**src/rtl/image_stream_reader.sv**
```systemverilog
// Sequential ROM fetch engine presenting one frame of pixels as a valid/ready stream.
// Optional build macro IMAGE_STREAM_GRAYSCALE_EN converts each captured pixel to {Y,Y,Y}.

// state  | meaning
// IDLE   | waiting for start
// STREAM | issuing ROM reads while the buffer has room
// DRAIN  | all reads issued; emptying buffer and in-flight read
// DONE   | one-cycle done pulse, then back to IDLE
module image_stream_reader #(
  parameter int PIXEL_COUNT = 90000,
  parameter int ADDR_WIDTH  = 17,
  parameter int DATA_WIDTH  = 24
) (
  input  logic                  clock,
  input  logic                  reset_n,
  input  logic                  start,
  output logic                  busy,
  output logic                  done,
  output logic                  rom_read_enable,
  output logic [ADDR_WIDTH-1:0] rom_address,
  input  logic [DATA_WIDTH-1:0] rom_read_data,
  output logic                  pixel_valid,
  input  logic                  pixel_ready,
  output logic [DATA_WIDTH-1:0] pixel_data,
  output logic                  pixel_last
);

  typedef enum logic [1:0] {IDLE, STREAM, DRAIN, DONE} state_t;

  localparam logic [ADDR_WIDTH-1:0] LAST_ADDR = ADDR_WIDTH'(PIXEL_COUNT - 1);

  state_t                state_q, state_d;
  logic [ADDR_WIDTH-1:0] issue_cnt_q, issue_cnt_d;
  logic [ADDR_WIDTH-1:0] addr_q;
  logic                  in_flight_q;
  logic                  in_flight_last_q;
  logic [DATA_WIDTH-1:0] buf_data_q [2];
  logic [1:0]            buf_last_q;
  logic                  wr_ptr_q, rd_ptr_q;
  logic [1:0]            occ_q, occ_d;

  logic                  issue, push, pop, at_last_addr;
  logic [2:0]            pending;
  logic [DATA_WIDTH-1:0] captured;

`ifdef IMAGE_STREAM_GRAYSCALE_EN
  logic [9:0] luma_sum;
  assign luma_sum = {2'b00, rom_read_data[23:16]} + {1'b0, rom_read_data[15:8], 1'b0}
                  + {2'b00, rom_read_data[7:0]};
  assign captured = {luma_sum[9:2], luma_sum[9:2], luma_sum[9:2]};
`else
  assign captured = rom_read_data;
`endif

  assign push         = in_flight_q;
  assign pixel_valid  = (occ_q != 2'd0);
  assign pop          = pixel_valid & pixel_ready;
  assign at_last_addr = (issue_cnt_q == LAST_ADDR);
  // Buffered pixels plus the read in flight, net of the pixel leaving this cycle.
  assign pending      = {1'b0, occ_q} + {2'b00, in_flight_q} - {2'b00, pop};
  assign occ_d        = occ_q + {1'b0, push} - {1'b0, pop};

  assign pixel_data      = buf_data_q[rd_ptr_q];
  assign pixel_last      = buf_last_q[rd_ptr_q] & pixel_valid;
  assign rom_read_enable = issue;
  assign rom_address     = issue ? issue_cnt_q : addr_q;
  assign busy            = (state_q == STREAM) || (state_q == DRAIN);
  assign done            = (state_q == DONE);

  always_comb begin
    state_d     = state_q;
    issue_cnt_d = issue_cnt_q;
    issue       = 1'b0;
    case (state_q)
      IDLE: begin
        if (start) begin
          issue_cnt_d = '0;
          state_d     = STREAM;
        end
      end
      STREAM: begin
        if (pending < 3'd2) begin
          issue = 1'b1;
          if (at_last_addr) begin
            state_d = DRAIN;
          end else begin
            issue_cnt_d = issue_cnt_q + 1'b1;
          end
        end
      end
      DRAIN: begin
        // Look at next-cycle occupancy so done follows the last handshake directly.
        if ((occ_d == 2'd0) && !in_flight_q) begin
          state_d = DONE;
        end
      end
      DONE: begin
        state_d = IDLE;
      end
      default: begin
        state_d = IDLE;
      end
    endcase
  end

  always_ff @(posedge clock) begin
    if (!reset_n) begin
      state_q          <= IDLE;
      issue_cnt_q      <= '0;
      addr_q           <= '0;
      in_flight_q      <= 1'b0;
      in_flight_last_q <= 1'b0;
      buf_data_q[0]    <= '0;
      buf_data_q[1]    <= '0;
      buf_last_q       <= 2'b00;
      wr_ptr_q         <= 1'b0;
      rd_ptr_q         <= 1'b0;
      occ_q            <= 2'd0;
    end else begin
      state_q          <= state_d;
      issue_cnt_q      <= issue_cnt_d;
      in_flight_q      <= issue;
      in_flight_last_q <= issue & at_last_addr;
      occ_q            <= occ_d;
      if (issue) begin
        addr_q <= issue_cnt_q;
      end
      if (push) begin
        buf_data_q[wr_ptr_q] <= captured;
        buf_last_q[wr_ptr_q] <= in_flight_last_q;
        wr_ptr_q             <= ~wr_ptr_q;
      end
      if (pop) begin
        rd_ptr_q <= ~rd_ptr_q;
      end
    end
  end

endmodule

```
**config.mk**
```make
export PLATFORM = sky130hd
export DESIGN_NAME = image_stream_reader
export DESIGN_NICKNAME = d
export VERILOG_FILES = /design/src/rtl/image_stream_reader.sv
export SDC_FILE = /design/constraint.sdc
export NUM_CORES = 1
export LEC_CHECK = 0
export ABC_AREA = 1
export CAP_MARGIN = 10
export CELL_PAD_IN_SITES_DETAIL_PLACEMENT = 1
export CELL_PAD_IN_SITES_GLOBAL_PLACEMENT = 1
export CORE_MARGIN = 2
export CORE_UTILIZATION = 40
export CTS_BUF_LIST = sky130_fd_sc_hd__clkbuf_4
export DETAILED_ROUTE_END_ITERATION = 16
export PLACE_DENSITY = 0.84
export SETUP_SLACK_MARGIN = 0.05
export SYNTH_ARGS = -nofsm -noshare
export SYNTH_HDL_FRONTEND = slang
export SYNTH_SLANG_ARGS = --single-unit
```
**constraint.sdc**
```tcl
create_clock -name clock -period 8.45 [get_ports clock]
set_input_delay 1.69 -clock clock [delete_from_list [all_inputs] [get_ports clock]]
set_output_delay 1.69 -clock clock [all_outputs]
set_load 0.005 [all_outputs]
```
==> out/results.tsv <==
stage	metric	value	unit
yosys	syn_inst	495	
route	route.detailed.vias_per_inst	4.97	
cts	worst_skew_pair.late_latency	450	ps
cts	root_buffer	sky130_fd_sc_hd__clkbuf_4	
yosys	synth_seq_cells	93	
final_layout	filler_cell_count	1287	
cts	clk_transition_reported_paths	140	ps
final_layout	most-common-layout-cells	92 x sky130_fd_sc_hd__nor2_1, 90 x sky130_fd_sc_hd__nand2_1, 73 x sky130_fd_sc_hd__clkdlybuf4s50_1	
sta	final_hold_viol_count	0	
cts	cts.htree.levels	3	
route	drtPass1Iterations	4	
power	power.density_cell_area	264	nW/um2
global_routing	grt_max_degree	38	
cts	cts_tree	built	
route	initialDrtViolationCount	94	
die	num_io_pins	74	
yosys	muxShareOfSynthArea	0.0617	
final_layout	seq_area	2340	um2
global_routing	grt_pass1_wl	17700	um
power	ir_drop	0.0000940	V
hold_path	worst_min_delay_path_category	flip-flop to flip-flop	
die	initial_utilization	0.407	
cts	clock_tree.buffer_depth	2	
sta	layout_min_cycle_time	6980	ps
route	num_vias	3518	
power	intPower	898	uW
sta	setup_repair_after_global_routing_missed_its_margin	false	
die	die_width	109	um
power	clock_power_share	0.192	
yosys	synth_simple_gate_area_frac	0.237	
final_layout	final_nets	599	
die	dieArea	11800	um2
yosys	yosys_warnings	0	
worst_setup_path	cp_data_required_time	6760	ps
sta	slew_viol_final	0	
route	antenna_left	0	
worst_setup_path	timing_worst_setup_path_type	primary input to primary output	
yosys	synth_seq_area_share	0.535	
worst_setup_path	timing.critical_path.cells	clkdlybuf4s50_1, nand2_1, inv_1, ha_1, inv_1, ha_1, fa_1, nor3_2, nand2_1, o21ai_0, clkdlybuf4s50_1	
run_status	outcome	finished clean	
final_layout	multiInputGateArea	1690	um2
final_layout	layout.core_utilization	0.498	
yosys	post_synth_edffs	48	
final_layout	mostFrequentLayoutCell	sky130_fd_sc_hd__nor2_1	
cts	hold_buffers	0	
place	io_buffer_count	73	
yosys	synth-async-reset-ratio	0	
yosys	yosys.area_share.adder	0.0246	
power	power.static_leakage	2.16	nW
power	power.share.switching	0.364	
sta	finalSetupViolCount	0	
sta	final.period_utilization	0.826	
worst_setup_path	timing.critical_path.fanout_max	36	
global_routing	grtUsageTotal	0.194	
route	detail_route.drc_violations	0	
yosys	ys_dominant_reg_cell	sky130_fd_sc_hd__edfxtp_1	
worst_setup_path	worst_path_largest_cell_delay	670	ps
sta	fmax	143	MHz
route	totalWireLength	10700	um
yosys	syn-num-nets	531	
global_routing	grt_antenna_before_repair	0	
die	std_cell_rows	38	
worst_setup_path	crit_arrival	5290	ps
cts	cts_setup_buffers	0	
route	wl_per_cell	15.1	um
yosys	synthesis.area_per_instance	8.84	um2
power	sequential_fraction_of_design_power	0.424	
yosys	yosys.area_share.xor_xnor	0.00400	
place	gp_congestion	0.785	
power	combPwrFrac	0.384	
sta	finalClockSkew	18.7	ps
yosys	synth_top_family_by_area	simple AND/OR/NAND/NOR gates	
final_layout	diodes	0	
die	core	10700	um2
sta	setup-tns-final	0	ps
worst_setup_path	critical-path-slowest-cell	sky130_fd_sc_hd__nand2_1	
power	total_switching_power	514	uW
cts	num_clock_sinks	93	
yosys	synth_area_in_compound_gates	0.0577	
cts	cts_resized	0	
worst_setup_path	critical_path.endpoint_type	primary output	
die	die_h	109	um
yosys	synth.distinct_cells	35	
cts	cts_buffers	9	
global_routing	first_global_vias	3765	
final_layout	synthToLayoutAreaGrowth	22.2	%
yosys	post_synth_instance_area	4380	um2
sta	max_slew_margin_vs_limit	0.221	
final_layout	post_route_cells_drive_above_1_share	0.0933	
sta	tightest_slew	1170	ps
global_routing	grt.overflow.total	0	
flow_run	max_cap_violations	0	
place	detailed_place_hpwl	7540	um
worst_setup_path	worst_setup_path_start_kind	primary input	
synthesized netlist by cell type, types with 2 or more instances:
master | number | share of area
sky130_fd_sc_hd__nand2_1 | 90 | 0.077
sky130_fd_sc_hd__buf_6 | 4 | 0.010
sky130_fd_sc_hd__inv_1 | 61 | 0.052
sky130_fd_sc_hd__nand2_4 | 2 | 0.0051
sky130_fd_sc_hd__a21oi_1 | 20 | 0.023
sky130_fd_sc_hd__xor2_1 | 2 | 0.0040
sky130_fd_sc_hd__nor2_1 | 92 | 0.079
sky130_fd_sc_hd__and2_1 | 16 | 0.023
sky130_fd_sc_hd__clkbuf_1 | 12 | 0.010
sky130_fd_sc_hd__buf_2 | 2 | 0.0023
sky130_fd_sc_hd__nor2_2 | 2 | 0.0029
sky130_fd_sc_hd__dfxtp_1 | 45 | 0.21
sky130_fd_sc_hd__ha_1 | 7 | 0.020
sky130_fd_sc_hd__o21ai_0 | 14 | 0.016
sky130_fd_sc_hd__edfxtp_1 | 48 | 0.33
sky130_fd_sc_hd__o21ai_1 | 10 | 0.011
sky130_fd_sc_hd__mux2_2 | 24 | 0.062
sky130_fd_sc_hd__nand3_1 | 26 | 0.030
sky130_fd_sc_hd__nor2_4 | 2 | 0.0051
area by class of cell:
type / instances / area share
sequential: 93 / 0.438
multi-input combinational: 320 / 0.315
timing repair buffer: 76 / 0.141
inverter: 63 / 0.0442
tap: 140 / 0.0327
clock inverter: 7 / 0.0166
clock buffer: 9 / 0.0126
power groups by stage:
stage	sequential, mW	clock [mW]	combinational [mW]
floorplan	0.580	0	0.382
global placement	0.603	0	0.524
detailed placement	0.611	0	0.549
CTS	0.601	0.278	0.552
global route	0.611	0.298	0.608
finish	0.599	0.271	0.542
critical path, delay by kind of cell:
kind	cells	cell delay [ps]
AOI/OAI and AO/OA	1	520
adders and majority gates	3	960
buffers and inverters	4	1120
and+or+nand+nor	3	990
final timing paths:
path,startpoint,to,slack (ps),cells after the start
worst max-delay path,pixel_ready,rom_address[4],1470,11
worst min-delay path,in_flight_last_q,buf_last_q[0],490,2
worst max register to register,occ_q[1],addr_q[4],5050,12
worst min register to register,in_flight_last_q,buf_last_q[0],490,2
cells by family after synthesis:
| group | Yosys count |
|---|---|
| flip-flops | 93 |
| AO/OA/AOI/OAI | 47 |
| AND/OR/NAND/NOR | 239 |
| buffers and inverters | 82 |
| adder cells (fa/ha/maj) | 8 |
| XOR/XNOR | 2 |
| multiplexers | 24 |
per-layer routing:
metal / track usage / wire, um / up-vias
met5: 0 / 0 / -
met4: 0.0733 / 198 / 0
met3: 0.0347 / 392 / 17
met2: 0.372 / 5800 / 60
met1: 0.210 / 4320 / 1725
li1: - / - / 1716
flip-flops by register name, indices dropped and copies added (netlist names), named ones only:
register          cells
buf_data_q           48
addr_q               17
issue_cnt_q          17
buf_last_q            2
occ_q                 2
state_q               2
in_flight_last_q      1
in_flight_q           1
rd_ptr_q              1
wr_ptr_q              1
metrics by stage:
step                hold slack (ps)  total power, mW  cells  setup WS, ps  area (um2)
detailed placement              471             1.16    692          1480        5190
global route                    511             1.52    708          1190        5350
global placement                464             1.13    692          1610        5190
floorplan                       448            0.962    495          3230        4380
finish                          487             1.41    708          1470        5350
CTS                             494             1.43    708          1450        5350
Note: power is estimated with default switching activity, not from simulation.
